File: src/rtl/fp16_mul_pipe.sv
// Three-stage IEEE-754 binary16 multiplier (round-to-nearest-even, flush-to-zero).
// Stages are unpack/classify, then mantissa product and exponent sum, then normalize/round/pack.
module fp16_mul_pipe #(
    parameter logic [15:0] CANON_NAN = 16'h7E00
) (
    input  logic        clk,
    input  logic        rst,
    input  logic [15:0] a,
    input  logic [15:0] b,
    input  logic        in_valid,
    input  logic        stall,
    output logic [15:0] x,
    output logic        out_valid
);

    // Stage 1 registers: unpacked operands plus the special-case verdict
    logic        s1Valid_q, s1Valid_d;
    logic        s1SignA_q, s1SignA_d;
    logic        s1SignB_q, s1SignB_d;
    logic [4:0]  s1ExpA_q, s1ExpA_d;
    logic [4:0]  s1ExpB_q, s1ExpB_d;
    logic [10:0] s1ManA_q, s1ManA_d;
    logic [10:0] s1ManB_q, s1ManB_d;
    logic        s1Nan_q, s1Nan_d;
    logic        s1Inf_q, s1Inf_d;
    logic        s1Zero_q, s1Zero_d;

    // Stage 2 registers
    logic               s2Valid_q, s2Valid_d;
    logic               s2Sign_q, s2Sign_d;
    logic [21:0]        s2Prod_q, s2Prod_d;
    logic signed [6:0]  s2Exp_q, s2Exp_d;
    logic               s2Nan_q, s2Nan_d;
    logic               s2Inf_q, s2Inf_d;
    logic               s2Zero_q, s2Zero_d;

    // Stage 3 registers
    logic [15:0] x_q, x_d;
    logic        outValid_q, outValid_d;

    logic aNan, aInf, aZero, bNan, bInf, bZero;

    // Subnormal inputs have exponent 0 and are classified as zero
    always_comb begin
        aNan  = (a[14:10] == 5'h1F) && (a[9:0] != 10'h000);
        aInf  = (a[14:10] == 5'h1F) && (a[9:0] == 10'h000);
        aZero = (a[14:10] == 5'h00);
        bNan  = (b[14:10] == 5'h1F) && (b[9:0] != 10'h000);
        bInf  = (b[14:10] == 5'h1F) && (b[9:0] == 10'h000);
        bZero = (b[14:10] == 5'h00);

        s1Valid_d = in_valid;
        s1SignA_d = a[15];
        s1SignB_d = b[15];
        s1ExpA_d  = a[14:10];
        s1ExpB_d  = b[14:10];
        s1ManA_d  = {1'b1, a[9:0]};
        s1ManB_d  = {1'b1, b[9:0]};
        s1Nan_d   = aNan || bNan || (aInf && bZero) || (bInf && aZero);
        s1Inf_d   = !s1Nan_d && (aInf || bInf);
        s1Zero_d  = !s1Nan_d && !s1Inf_d && (aZero || bZero);
    end

    always_comb begin
        s2Valid_d = s1Valid_q;
        s2Sign_d  = s1SignA_q ^ s1SignB_q;
        s2Prod_d  = {11'b0, s1ManA_q} * {11'b0, s1ManB_q};
        s2Exp_d   = $signed({2'b00, s1ExpA_q}) + $signed({2'b00, s1ExpB_q}) - 7'sd15;
        s2Nan_d   = s1Nan_q;
        s2Inf_d   = s1Inf_q;
        s2Zero_d  = s1Zero_q;
    end

    logic [9:0]        fracNorm;
    logic              guardBit, stickyBit, roundInc, fracCarry;
    logic [9:0]        fracRound;
    logic signed [6:0] expNorm, expFinal;
    logic [15:0]       packed16;

    // Normalize on product bit 21, round to nearest even, then resolve range and specials
    always_comb begin
        if (s2Prod_q[21]) begin
            fracNorm  = s2Prod_q[20:11];
            guardBit  = s2Prod_q[10];
            stickyBit = |s2Prod_q[9:0];
            expNorm   = s2Exp_q + 7'sd1;
        end else begin
            fracNorm  = s2Prod_q[19:10];
            guardBit  = s2Prod_q[9];
            stickyBit = |s2Prod_q[8:0];
            expNorm   = s2Exp_q;
        end
        roundInc                = guardBit && (stickyBit || fracNorm[0]);
        {fracCarry, fracRound}  = {1'b0, fracNorm} + {10'b0, roundInc};
        expFinal                = expNorm + $signed({6'b0, fracCarry});

        if (s2Nan_q) begin
            packed16 = CANON_NAN;
        end else if (s2Inf_q) begin
            packed16 = {s2Sign_q, 5'h1F, 10'h000};
        end else if (s2Zero_q || (expFinal <= 7'sd0)) begin
            packed16 = {s2Sign_q, 15'h0000};
        end else if (expFinal >= 7'sd31) begin
            packed16 = {s2Sign_q, 5'h1F, 10'h000};
        end else begin
            packed16 = {s2Sign_q, expFinal[4:0], fracRound};
        end

        outValid_d = s2Valid_q;
        x_d        = s2Valid_q ? packed16 : x_q;
    end

    // Every register advances together unless the global stall holds them
    always_ff @(posedge clk or posedge rst) begin
        if (rst) begin
            s1Valid_q  <= 1'b0;
            s1SignA_q  <= 1'b0;
            s1SignB_q  <= 1'b0;
            s1ExpA_q   <= 5'h00;
            s1ExpB_q   <= 5'h00;
            s1ManA_q   <= 11'h000;
            s1ManB_q   <= 11'h000;
            s1Nan_q    <= 1'b0;
            s1Inf_q    <= 1'b0;
            s1Zero_q   <= 1'b0;
            s2Valid_q  <= 1'b0;
            s2Sign_q   <= 1'b0;
            s2Prod_q   <= 22'h000000;
            s2Exp_q    <= 7'sd0;
            s2Nan_q    <= 1'b0;
            s2Inf_q    <= 1'b0;
            s2Zero_q   <= 1'b0;
            x_q        <= 16'h0000;
            outValid_q <= 1'b0;
        end else if (!stall) begin
            s1Valid_q  <= s1Valid_d;
            s1SignA_q  <= s1SignA_d;
            s1SignB_q  <= s1SignB_d;
            s1ExpA_q   <= s1ExpA_d;
            s1ExpB_q   <= s1ExpB_d;
            s1ManA_q   <= s1ManA_d;
            s1ManB_q   <= s1ManB_d;
            s1Nan_q    <= s1Nan_d;
            s1Inf_q    <= s1Inf_d;
            s1Zero_q   <= s1Zero_d;
            s2Valid_q  <= s2Valid_d;
            s2Sign_q   <= s2Sign_d;
            s2Prod_q   <= s2Prod_d;
            s2Exp_q    <= s2Exp_d;
            s2Nan_q    <= s2Nan_d;
            s2Inf_q    <= s2Inf_d;
            s2Zero_q   <= s2Zero_d;
            x_q        <= x_d;
            outValid_q <= outValid_d;
        end
    end

    assign x         = x_q;
    assign out_valid = outValid_q;

endmodule

File: config.mk
export PLATFORM = sky130hd
export DESIGN_NAME = fp16_mul_pipe
export DESIGN_NICKNAME = d
export VERILOG_FILES = /design/src/rtl/fp16_mul_pipe.sv
export SDC_FILE = /design/constraint.sdc
export NUM_CORES = 1
export LEC_CHECK = 0
export ABC_AREA = 1
export CORE_MARGIN = 2
export CORE_UTILIZATION = 40
export CTS_CLUSTER_SIZE = 16
export DETAILED_ROUTE_END_ITERATION = 12
export SLEW_MARGIN = 20
export SYNTH_ARGS = -nofsm -noshare
export SYNTH_HDL_FRONTEND = slang
export SYNTH_SLANG_ARGS = --single-unit
File: constraint.sdc
create_clock -name clk -period 5 [get_ports clk]
set_input_delay 1.5 -clock clk [delete_from_list [all_inputs] [get_ports clk]]
set_output_delay 1.5 -clock clk [all_outputs]
set_load 0.02 [all_outputs]
# Word-level counts from Yosys, hierarchy flattened
# Cells that the tools add are included.
[op_classes]
muxes = 8
n_mul = 1
div_mod_pow = 0
shifts = 0
magnitude_cmp = 2
add_sub_neg = 5
bitwise = 2
n_eq_ne = 2
n_reduce_logical = 28
[ops]
columns = ["operator", "count"]
rows = [
  ["$mux W15", 3],
  ["$mul A11 B11 Y22", 1],
  ["$logic_not A10 Y1", 2],
  ["$reduce_bool A10 Y1", 2],
  ["$mux W16", 1],
  ["$add A10 B1 Y11", 1],
  ["$eq A5 B5 Y1 const B", 2],
  ["$logic_and A1 B1 Y1", 10],
  ["$logic_not A5 Y1", 2],
  ["$mux W10", 1],
  ["$reduce_or A10 Y1", 1],
  ["$reduce_or A9 Y1", 1],
  ["$add A7 B2 Y7", 1],
  ["$add A7 B2 Y7 const B", 1],
  ["$ge A7 B6 Y1 const B", 1],
  ["$le A7 B1 Y1 const B", 1],
  ["$logic_or A1 B1 Y1", 7],
  ["$mux W7", 1],
  ["$sub A6 B4 Y7 const B", 1],
  ["$add A5 B5 Y6", 1],
  ["$logic_not A1 Y1", 2],
  ["$mux W1", 2],
  ["$reduce_and A2 Y1", 1],
  ["$not A1 Y1", 1],
  ["$xor A1 B1 Y1", 1],
]
[totals]
inputBits = 36
regBits = 89
mem_count = 0
mem_bits_rw = 0
romBits = 0
word_cells = 67
latchBits = 0
output_inout_bits = 17

# Longest topological paths before layout
[depth]
word_depth = 11
mapped_depth = 25
mapped_depth_nobuf = 24

# Least setup slack after synthesis
# OpenSTA, ideal clock, no wires.
[synth_path]
path_kind = "register to register"
startpoint = "reg s1ManB_q[5]"
endpoint = "reg s2Prod_q[16]"
t_arrival_ns = 4.805
slack_ns = 0.060
synth_period_minus_slack_ns = 4.940
setup_time_ns = 0.135
path_stages_with_launch = 20
cell_sequence = "dfrtp_1 > clkbuf_1 > nand2_1 > fa_1 > inv_1 > fa_1 > fa_1 > fa_1 > inv_1 > fa_1 > inv_1 > ha_1 > a21oi_1 > a21boi_0 > o21ai_1 > inv_1 > o21ai_0 > or2_2 > nand3_1 > o21ai_0"
[synth_between]
elab_chain_cells = 1
[synth_rtl]
columns = ["element", "line", "source"]
rows = [
  ["from (decl)", "23", "logic [10:0] s1ManB_q, s1ManB_d;"],
  ["from (signal assigned)", "142", "s1ManB_q <= s1ManB_d;"],
  ["$mul A11 B11 Y22", "67", "s2Prod_d = {11'b0, s1ManA_q} * {11'b0, s1ManB_q};"],
  ["to (signal assigned)", "148", "s2Prod_q <= s2Prod_d;"],
  ["to (decl)", "31", "logic [21:0] s2Prod_q, s2Prod_d;"],
]
# No other way between the ends.
# A chain may end at the register's enable or synchronous reset.

# Worst setup path in the final report
[layout_path]
startpoint = "reg s1ManB_q[8]"
endpoint = "reg s2Prod_q[16]"
# Same word-level chain as after synthesis.

==> results.toml <==
[yosys]
postSynthCellCount = 1151
synth_edf_count = 0
syn_area_per_cell_um2 = 7.53
synthTopCellsByCount = "nand2_1, inv_1, dfrtp_1"
synth_area_mm2 = 0.00867
yosysMostFrequentCell = "nand2_1"
synth.top_cells.by_area = "dfrtp_1, fa_1, nand2_1"
yosys_register_bits = 88
yosysUniqueCellTypes = 40
async_flop_share_pct = 100
ys_seq_area_share_pct = 25.4
yosysTopAreaCellShare_pct = 25.4
ys.flop_type = "dfrtp_1"
syn-num-nets = 1341
yosys_warnings = 0
yosysTopAreaCell = "dfrtp_1"

[floorplanning]
die-area_mm2 = 0.0229
rows = 53
core_mm2 = 0.0212
die_y_um = 151
die_w_um = 151
io_pins = 53
initial_core_util_pct = 41.0

[global_route]
first_global_vias = 6982
antenna_found_initial = 0
grt_overflow_total = 0
grt_pass1_wl_um = 33800
grt_util_all_layers_pct = 18.8
grt_max_degree = 83

[timing]
rsz0062_at_grt = "yes"
clock_skew_ns = 0.0111
timing.final.crit_share_pct = 95.6
max_freq_mhz = 209
setup_viol = 0
whs_ns = 0.473
report.final.slew_viol_count = 0
worstMarginPinSlew_ns = 0.867
slew-limit-headroom_pct = 42.2
min_period_ns = 4.78
hold_viol_final = 0

[placement]
io_buffers = 52
post-place-cells = 1485
place.gp.congestion = 0.864
dp_hpwl_um = 16300

[worst_setup_path]
cp_slowest_cell = "fa_1"
rrSetupSlack_ns = 0.22
critical_path_buf_inv_count = 5
critPathCaptureType = "flip-flop"
crit_type = "flip-flop to flip-flop"
required_ns = 5.21
max_stage_delay_ns = 0.56
timing.rr.end = "s2Prod_q[16]"
critical_path_arrival_ns = 4.99
critPathLaunchType = "flip-flop"
reg2reg_depth = 19
critPathMostFrequentCell = "fa_1"
r2r_start = "s1ManB_q[8]"
critical_path.cell_chain = "buf_4 > nand2_1 > inv_1 > fa_1 > fa_1 > fa_1 > fa_1 > inv_1 > fa_1 > inv_1 > ha_4 > a21oi_1 > a21boi_2 > o21ai_2 > inv_1 > o21ai_1 > or2_2 > nand3_1 > o21ai_0"
crit_family = "adder cells"
crit_fanout = 4

[route]
dr_total_vias = 7147
vias_per_cell = 4.70
first_pass_iters = 5
wl_um = 20400
first_iter_violations = 291
postRouteAntennaNets = 0
post-route-drc-count = 0
wl_per_cell_um = 13.4

[min_path]
worstHoldStart = "s1Valid_q"
hold_class = "flip-flop to flip-flop"
holdPathEnd = "outValid_d"
holdPathStages = 2

[cells_and_area]
n_antenna_cell = 0
fillers = 2115
finish.utilization_pct = 49.4
layoutNonFillerInstCount = 1522
drive_gt1_share_pct = 14.4
nets = 1432
synthToLayoutAreaGrowth_pct = 20.5

[status]
outcome = "finished clean"

[clocking]
clk_latency_ns = 0.36
cts_buffer_depth = 2
cts_tree = "built"
root_buffer = "clkbuf_16"
cts_buffers = 9
htree_levels = 3
clock-sinks = 88
clkSlewWorstSetupHoldPaths_ns = 0.08

[flow_run]
cap_violations = 0

[power]
vdd_drop_max_uv = 411
p_leak_nw = 5.62
finalPower_mw = 5.79
p_per_area_mw_per_mm2 = 554
what timing repair did:
item                                   CTS  global route
endpoints found under the hold margin    0             0
resized for setup                       10            56
buffers inserted                         0            21
pin swaps                                0            21
hold buffers                             0             0
setup endpoints to repair                5            12
final cells by class:
cell class / count / area [µm²] / area share (%)
clock inverter: 7 / 75.1 / 0.719
sequential: 88 / 2220 / 21.3
timing repair buffer: 121 / 1060 / 10.1
multi-input combinational: 775 / 5600 / 53.6
tap: 275 / 344 / 3.29
clock buffer: 9 / 225 / 2.16
inverter: 247 / 928 / 8.89
registers in the layout (all words and copies together) (netlist names), 5 cells and up:
name and count:
s1ManB_q 10, s2Prod_q 22, s2Exp_q 7, s1ManA_q 11, s1ExpA_q 5, s1ExpB_q 5
x 16
cell families after synthesis:
kind of cell | after synthesis | synth area share, %
DFF | 88 | 25.4
xor gates and xnor gates | 15 | 1.51
and+or+nand+nor | 478 | 23.0
AOI/OAI and AO/OA | 128 | 8.28
adders and majority gates | 154 | 29.2
buffers and inverters | 288 | 12.6
cell usage in the layout (no fill, tap or decap), types with 3 or more instances in the layout:
master | synthesis | layout
dfrtp_1 | 88 | 73
clkdlybuf4s50_1 | 0 | 51
nand3_2 | 0 | 3
buf_6 | 0 | 3
nand4_1 | 9 | 9
o21a_1 | 4 | 4
a21oi_2 | 1 | 5
xor2_1 | 7 | 7
buf_4 | 2 | 65
or2_2 | 9 | 9
o22ai_1 | 5 | 5
nor2_2 | 2 | 4
dfrtp_2 | 0 | 15
fa_1 | 81 | 78
inv_2 | 7 | 8
inv_8 | 0 | 3
xnor2_1 | 8 | 8
o21ai_0 | 57 | 52
nor2_1 | 48 | 46
nor3_1 | 13 | 11
nand3_1 | 40 | 37
nand2_1 | 344 | 337
inv_1 | 239 | 236
clkbuf_16 | 0 | 9
o21ai_2 | 9 | 13
fa_2 | 0 | 3
a21oi_4 | 0 | 3
ha_4 | 0 | 7
ha_1 | 73 | 64
a21oi_1 | 30 | 23
o21ai_1 | 13 | 14
nand2_2 | 4 | 11
through the flow:
| step | worst slack [ns] | cell area (µm²) | setup TNS [ns] |
|---|---|---|---|
| global placement | -0.0208 | 9730 | -0.0363 |
| floorplan | 0.0598 | 8670 | 0 |
| finish | 0.219 | 10400 | 0 |
| CTS | 0.00391 | 10000 | 0 |
| detailed placement | -0.0742 | 9730 | -0.185 |
| global route | -0.0385 | 10400 | -0.114 |
routing by layer:
metal / global-route usage [%] / wire length (µm)
met5: 0 / 0
met4: 4.95 / 280
met3: 2.26 / 436
met2: 31.6 / 9840
met1: 25.7 / 9870
worst max path at each step:
stage	end	start	slack (ns)	cells after the start
finish	s2Prod_q[16]	s1ManB_q[8]	0.22	19
global route	s2Prod_q[18]	s1ManA_q[3]	-0.04	19
CTS	s2Prod_q[19]	s1ManA_q[1]	0.004	19
detailed placement	s2Prod_q[19]	s1ManB_q[4]	-0.07	19
global placement	s2Prod_q[19]	s1ManB_q[4]	-0.02	19
floorplan	s2Prod_q[16]	s1ManB_q[5]	0.06	19
worst register-to-register path: cells and delay by family (launching register included):
family                     cells  cell delay, ns
DFF                            1            0.40
AOI/OAI and AO/OA              5            0.67
adders and majority gates      6            2.78
buffers and inverters          5            0.38
and+or+nand+nor                3            0.38
power by group:
group          leakage (nW)  internal [mW]  total, mW  switching [mW]
Sequential             1.07          0.895       1.04           0.146
Clock                 0.144          0.354      0.697           0.343
Combinational          4.41           1.82       4.05            2.23
No activity file was read; power rests on OpenSTA's default activity.
